$ cat config.mk
export PLATFORM = sky130hd
export DESIGN_NAME = vc_flit_buffer
export DESIGN_NICKNAME = d
export VERILOG_FILES = /design/src/rtl/vc_buffer_pkg.sv /design/src/rtl/flit_fifo.sv /design/src/rtl/vc_flit_buffer.sv
export SDC_FILE = /design/constraint.sdc
export NUM_CORES = 1
export LEC_CHECK = 0
export CORE_UTILIZATION = 58
export CTS_CLUSTER_DIAMETER = 50
export DETAILED_ROUTE_END_ITERATION = 10
export PLACE_DENSITY = 0.88
export SLEW_MARGIN = 20
export SYNTH_ARGS = -nofsm -noshare
export SYNTH_HDL_FRONTEND = slang
export SYNTH_HIERARCHICAL = 1
export SYNTH_SLANG_ARGS = --single-unit
$ cat constraint.sdc
create_clock -name clk -period 2.85 [get_ports clk]
set_input_delay 0.7125 -clock clk [delete_from_list [all_inputs] [get_ports clk]]
set_output_delay 0.7125 -clock clk [all_outputs]
set_load 0.02 [all_outputs]
$ cat src/rtl/vc_buffer_pkg.sv
// Shared sizing for the per-VC flit buffers, so allocator and credit logic
// derive VC select and occupancy widths the same way as the buffer itself.
package vc_buffer_pkg;

    localparam int unsigned FLIT_W_DEF = 8;
    localparam int unsigned DEPTH_DEF  = 8;
    localparam int unsigned NUM_VC_DEF = 2;

    // Ceiling log2; clog2(1) = 0.
    function automatic int unsigned clog2(input int unsigned n);
        int unsigned r;
        int unsigned v;
        r = 0;
        v = 1;
        while (v < n) begin
            v = v << 1;
            r++;
        end
        return r;
    endfunction

    // VC select field is at least one bit wide even for a single VC.
    function automatic int unsigned vc_width(input int unsigned num_vc);
        return (clog2(num_vc) < 1) ? 1 : clog2(num_vc);
    endfunction

    // Occupancy must be able to hold the value DEPTH itself.
    function automatic int unsigned cnt_width(input int unsigned depth);
        return clog2(depth + 1);
    endfunction

endpackage

$ cat src/rtl/flit_fifo.sv
// Single-VC circular FIFO: storage, read/write pointers, occupancy count and
// registered full/empty flags. A write to a full FIFO is accepted when the
// same cycle pops it; a pop of an empty FIFO is ignored (no bypass).
module flit_fifo
    import vc_buffer_pkg::*;
#(
    parameter int unsigned  FLIT_W = FLIT_W_DEF,
    parameter int unsigned  DEPTH  = DEPTH_DEF,
    localparam int unsigned CNT_W  = cnt_width(DEPTH)
) (
    input  logic              clk,
    input  logic              rst,
    input  logic              write_i,
    input  logic              read_i,
    input  logic [FLIT_W-1:0] data_i,
    output logic              wr_acc_o,
    output logic              rd_acc_o,
    output logic [FLIT_W-1:0] data_o,
    output logic              full_o,
    output logic              empty_o,
    output logic [CNT_W-1:0]  count_o
);

    localparam int unsigned PTR_W = clog2(DEPTH);

    logic [FLIT_W-1:0] mem_q [DEPTH];
    logic [PTR_W-1:0]  wr_ptr_q, wr_ptr_d;
    logic [PTR_W-1:0]  rd_ptr_q, rd_ptr_d;
    logic [CNT_W-1:0]  count_q, count_d;
    logic              full_q, full_d;
    logic              empty_q, empty_d;
    logic              wr_acc, rd_acc;

    assign rd_acc = read_i & ~empty_q;
    assign wr_acc = write_i & (~full_q | rd_acc);

    // Next-state: pointer advance with explicit wrap (DEPTH need not be 2^n).
    always_comb begin
        wr_ptr_d = wr_ptr_q;
        rd_ptr_d = rd_ptr_q;
        count_d  = count_q;
        if (wr_acc) begin
            wr_ptr_d = (wr_ptr_q == PTR_W'(DEPTH - 1)) ? '0 : wr_ptr_q + PTR_W'(1);
        end
        if (rd_acc) begin
            rd_ptr_d = (rd_ptr_q == PTR_W'(DEPTH - 1)) ? '0 : rd_ptr_q + PTR_W'(1);
        end
        case ({wr_acc, rd_acc})
            2'b10:   count_d = count_q + CNT_W'(1);
            2'b01:   count_d = count_q - CNT_W'(1);
            default: count_d = count_q;
        endcase
        full_d  = (count_d == CNT_W'(DEPTH));
        empty_d = (count_d == '0);
    end

    // Control state with synchronous reset.
    always_ff @(posedge clk) begin
        if (rst) begin
            wr_ptr_q <= '0;
            rd_ptr_q <= '0;
            count_q  <= '0;
            full_q   <= 1'b0;
            empty_q  <= 1'b1;
        end else begin
            wr_ptr_q <= wr_ptr_d;
            rd_ptr_q <= rd_ptr_d;
            count_q  <= count_d;
            full_q   <= full_d;
            empty_q  <= empty_d;
        end
    end

    // Storage is not reset; a write in the reset cycle is dropped.
    always_ff @(posedge clk) begin
        if (!rst && wr_acc) begin
            mem_q[wr_ptr_q] <= data_i;
        end
    end

    assign data_o   = mem_q[rd_ptr_q];
    assign full_o   = full_q;
    assign empty_o  = empty_q;
    assign count_o  = count_q;
    assign wr_acc_o = wr_acc;
    assign rd_acc_o = rd_acc;

endmodule

$ cat src/rtl/vc_flit_buffer.sv
// Router input-port flit storage: NUM_VC independent FIFOs behind one shared
// write port, with per-VC pop, head view and occupancy for credit return.
// Define VC_BUFFER_ERR_EN to add sticky per-VC overflow/underflow flags.
module vc_flit_buffer
    import vc_buffer_pkg::*;
#(
    parameter int unsigned  FLIT_W = FLIT_W_DEF,
    parameter int unsigned  DEPTH  = DEPTH_DEF,
    parameter int unsigned  NUM_VC = NUM_VC_DEF,
    localparam int unsigned VC_W   = vc_width(NUM_VC),
    localparam int unsigned CNT_W  = cnt_width(DEPTH)
) (
    input  logic                     clk,
    input  logic                     rst,
    input  logic [FLIT_W-1:0]        data_i,
    input  logic                     write_i,
    input  logic [VC_W-1:0]          wr_vc_i,
    input  logic [NUM_VC-1:0]        read_i,
    output logic [NUM_VC*FLIT_W-1:0] data_o,
    output logic [NUM_VC-1:0]        full_o,
    output logic [NUM_VC-1:0]        empty_o,
    output logic [NUM_VC*CNT_W-1:0]  count_o,
`ifdef VC_BUFFER_ERR_EN
    output logic [NUM_VC-1:0]        overflow_o,
    output logic [NUM_VC-1:0]        underflow_o,
`endif
    output logic                     wr_ack_o
);

    logic [NUM_VC-1:0] wr_req;
    logic [NUM_VC-1:0] wr_acc;
    logic [NUM_VC-1:0] rd_acc;

    for (genvar v = 0; v < NUM_VC; v++) begin : g_vc
        // Out-of-range wr_vc_i matches no VC, so the write is dropped.
        assign wr_req[v] = write_i & (wr_vc_i == VC_W'(v));

        flit_fifo #(
            .FLIT_W (FLIT_W),
            .DEPTH  (DEPTH)
        ) u_fifo (
            .clk      (clk),
            .rst      (rst),
            .write_i  (wr_req[v]),
            .read_i   (read_i[v]),
            .data_i   (data_i),
            .wr_acc_o (wr_acc[v]),
            .rd_acc_o (rd_acc[v]),
            .data_o   (data_o[v*FLIT_W +: FLIT_W]),
            .full_o   (full_o[v]),
            .empty_o  (empty_o[v]),
            .count_o  (count_o[v*CNT_W +: CNT_W])
        );
    end

    assign wr_ack_o = |wr_acc;

`ifdef VC_BUFFER_ERR_EN
    logic [NUM_VC-1:0] overflow_q;
    logic [NUM_VC-1:0] underflow_q;

    // Sticky error flags: rejected write / pop of an empty VC, cleared by reset.
    always_ff @(posedge clk) begin
        if (rst) begin
            overflow_q  <= '0;
            underflow_q <= '0;
        end else begin
            overflow_q  <= overflow_q | (wr_req & ~wr_acc);
            underflow_q <= underflow_q | (read_i & empty_o);
        end
    end

    assign overflow_o  = overflow_q;
    assign underflow_o = underflow_q;
`endif

endmodule

==> flow_summary.yaml <==
clock_network:
  htree_num_levels: 4
  clock_sink_count: 158
  cts_buffers: 17
  cts_hold_buffers: 0
  cts.reportedPaths.clkPinSlew_ns: 0.07
  ctsLongestPathBuffers: 2
  ctsRootBufferMaster: "sky130_fd_sc_hd__clkbuf_8"
  clock_tree_from_tritoncts: "done"
  worstSkewPairLatency_ns: 0.52
pwr:
  pwr-share-clk_pct: 38.7
  power.net_switching_mw: 1.450
  p_int_mw: 4.299
  combinationalPowerShare_pct: 15.4
  swShare_pct: 25.23
  ir_drop_uv: 509.3
  pwr-share-seq_pct: 45.9
  pwr_density_cell_nw_per_um2: 748.3
  total_leakage_power_nw: 2.726
synthesis:
  synth-edff-count: 128
  yosysUniqueCellTypes: 36
  yosysSeqAreaShare_pct: 69.95
  synth_cells: 349
  synth_warnings: 6
  ys.flop_type: "sky130_fd_sc_hd__edfxtp_1"
  synth-seq-cells: 158
  synth.avg_cell_area_sq_um: 18.21
  async_flop_share_pct: 0
  post_synth_instance_area_sq_um: 6354
  syn_nets: 377
floorplanning:
  floorplan.io_pins: 43
  width_of_the_die_um: 106.7
  effective_utilization_at_floorplan_pct: 60.73
  placement_rows: 37
  die_area_sq_um: 11380
  die_height_um: 106.7
  placeableCoreArea_sq_um: 10460
grt:
  met2_usage_pct: 42.86
  globalRouteMet1Util_pct: 31.32
  globalRouteTotalUtil_pct: 25.04
  antenna_found_initial: 0
  globalRouteOverflowTotal: 0
  globalRoute.busiestLayer: "met2"
  groute.layer.met3.usage_pct: 5.167
  first_global_vias: 3635
  grt_start_max_net_pins: 17
  grt_first_pass_wirelength_um: 20150
final_layout:
  final_layout_size_suffix_gt1_share_pct: 31.17
  multi_input_comb_area_sq_um: 1777
  ff_latch_area_sq_um: 4452
  final_core_util_pct: 73.43
  syn2layout_area_growth_pct: 20.91
  layout.cells.most_common_list: "sky130_fd_sc_hd__edfxtp_1, sky130_fd_sc_hd__buf_4, sky130_fd_sc_hd__nor2_1, sky130_fd_sc_hd__mux4_2, sky130_fd_sc_hd__dfxtp_1"
  layout.cells.non_filler: 582
  most_common_cell_after_layout_fill_and_taps_aside: "sky130_fd_sc_hd__edfxtp_1"
  n_antenna_cell: 0
  layout.nets: 461
  filler_cell_count: 623
sta:
  timing.final.setup_violations: 0
  maxSlewViolCount: 0
  final_hold_viols: 0
  finalClockSkew_ns: 0.009969
  setup_ws_ns: 0.04775
  timing.max_slew.rel_slack_pct: 57.40
  layout_min_cycle_time_ns: 2.802
  rsz0062_at_grt: "no"
  timing.hold.ws_ns: 0.5302
  fmaxAchievable_mhz: 356.9
  worstMarginPinSlew_ns: 0.6370
  finalSetupTns_ns: 0
  timing.final.crit_share_pct: 98.32
placement:
  gpl.final_weighted_congestion: 0.6993
  buffer_ports.inserted: 42
  dp.final_hpwl_um: 7720
  place_inst: 548
  preCtsSetupSlack_ns: -0.1559
setup_path:
  critical_path.cell_chain: "buf_12 -> mux4_1 -> mux2_2 -> buf_2"
  cp_max_fo: 8
  worst_setup_path_end_kind: "output port"
  criticalPathCategory: "flip-flop to output port"
  r2r_setup_slack_ns: 0.62
  critical_path.max_stage_delay_ns: 0.56
  cp.arrival_ns: 2.09
  worst-endpoint-required_ns: 2.14
  crit_path_top_delay_cell: "sky130_fd_sc_hd__mux4_1"
  startpoint_class: "flip-flop"
outcome:
  run_status: "finished, final reports clean"
worst_hold_path:
  min_path_type: "flip-flop to flip-flop"
drt:
  detailroute.via_count: 3482
  drt-pass1-iter-count: 5
  detail_route.wl_per_cell_um: 22.20
  drtIter0Drc: 284
  routed_via_density: 5.983
  route.antenna.remaining_nets: 0
  routed_wirelength_um: 12920
  detail_route.drc_violations: 0
run:
  cap_violations: 0
-- stage by stage --
| stage | power (mW) | cell area [sq um] |
|---|---|---|
| after global routing | 5.938 | 7682 |
| after global placement | 3.510 | 7141 |
| after CTS | 5.776 | 7719 |
| final | 5.749 | 7682 |
| after floorplan | 3.220 | 6354 |
| after detailed placement | 3.553 | 7141 |
-- state kept, by name, summed over array words and instances, names as in the netlist, named ones only --
signal and cells:
g_vc.u_fifo/rd_ptr_q 6, g_vc.u_fifo/mem_q 128, g_vc.u_fifo/wr_ptr_q 6, g_vc.u_fifo/full_o 2, g_vc.u_fifo/empty_o 2, g_vc.u_fifo/count_o 8
-- synth_stat cells (3+ instances only) --
cell,count,area [sq um]
sky130_fd_sc_hd__xor2_1,4,35.03
sky130_fd_sc_hd__mux4_1,11,289.0
sky130_fd_sc_hd__or3_1,6,37.54
sky130_fd_sc_hd__buf_2,3,15.01
sky130_fd_sc_hd__nand2b_1,10,62.56
sky130_fd_sc_hd__ha_1,14,175.2
sky130_fd_sc_hd__inv_1,4,15.01
sky130_fd_sc_hd__a21oi_1,10,50.05
sky130_fd_sc_hd__mux4_2,21,473.0
sky130_fd_sc_hd__mux2i_1,8,80.08
sky130_fd_sc_hd__mux2_2,16,180.2
sky130_fd_sc_hd__nor3_1,6,30.03
sky130_fd_sc_hd__nor2b_1,6,37.54
sky130_fd_sc_hd__nor2_1,30,112.6
sky130_fd_sc_hd__xnor2_1,4,35.03
sky130_fd_sc_hd__dfxtp_1,30,600.6
sky130_fd_sc_hd__edfxtp_1,128,3844
sky130_fd_sc_hd__clkbuf_1,5,18.77
sky130_fd_sc_hd__nand2_1,6,22.52
-- critical path: cells and delay by family, from the launching register on --
| kind | cells | cell delay [ns] |
|---|---|---|
| muxes | 2 | 0.85 |
| DFF | 1 | 0.40 |
| buffers and inverters | 2 | 0.31 |
-- final timing paths --
check | startpoint | endpoint | cells after the start
worst min-delay path | g_vc[0].u_fifo/wr_ptr_q[0] | g_vc[0].u_fifo/wr_ptr_q[0] | 2
worst min register to register | g_vc[0].u_fifo/wr_ptr_q[0] | g_vc[0].u_fifo/wr_ptr_q[0] | 2
worst max-delay path | flip-flop | data_o[0] | 4
worst max register to register | g_vc[0].u_fifo/empty_o | g_vc[0].u_fifo/full_o | 12
-- power by group through the flow --
stage / Sequential, mW / Combinational [mW] / Clock (mW)
after floorplan: 2.70 / 0.517 / 0
after global placement: 2.67 / 0.843 / 0
after detailed placement: 2.67 / 0.881 / 0
after CTS: 2.64 / 0.896 / 2.24
after global routing: 2.65 / 0.950 / 2.34
final: 2.64 / 0.886 / 2.22
-- cell families (layout without fill, tap and decap cells) --
family	after synthesis	count (layout)	synth area share (%)
AOI/OAI and AO/OA	18	18	1.969
xor gates and xnor gates	8	8	1.103
adders and majority gates	14	14	2.757
buffers and inverters	18	115	1.674
DFF	158	158	69.95
muxes	56	56	16.09
and+or+nand+nor	77	77	6.459
-- timing repair --
| action | 4_1_cts | 5_1_grt |
|---|---|---|
| buffers inserted | 0 | 0 |
| gates cloned | 2 | 0 |
| endpoints found under the hold margin | 0 | 0 |
| resized for setup | 71 | 7 |
| endpoints found under the setup margin | 17 | 7 |
-- per-layer routing --
layer | part of all wire [%] | vias to the layer above
met5 | 0 | -
met1 | 40 | 1785
met2 | 53 | 135
li1 | - | 1548
met3 | 5.1 | 14
met4 | 1.3 | 0
-- area by class of cell --
type,instances,area share (%)
multi-input combinational,173,23.13
tap,136,2.215
clock buffer,17,5.391
clock inverter,15,2.248
sequential,158,57.95
inverter,4,0.1954
timing repair buffer,79,8.876
(Power assumes the default switching activity.)
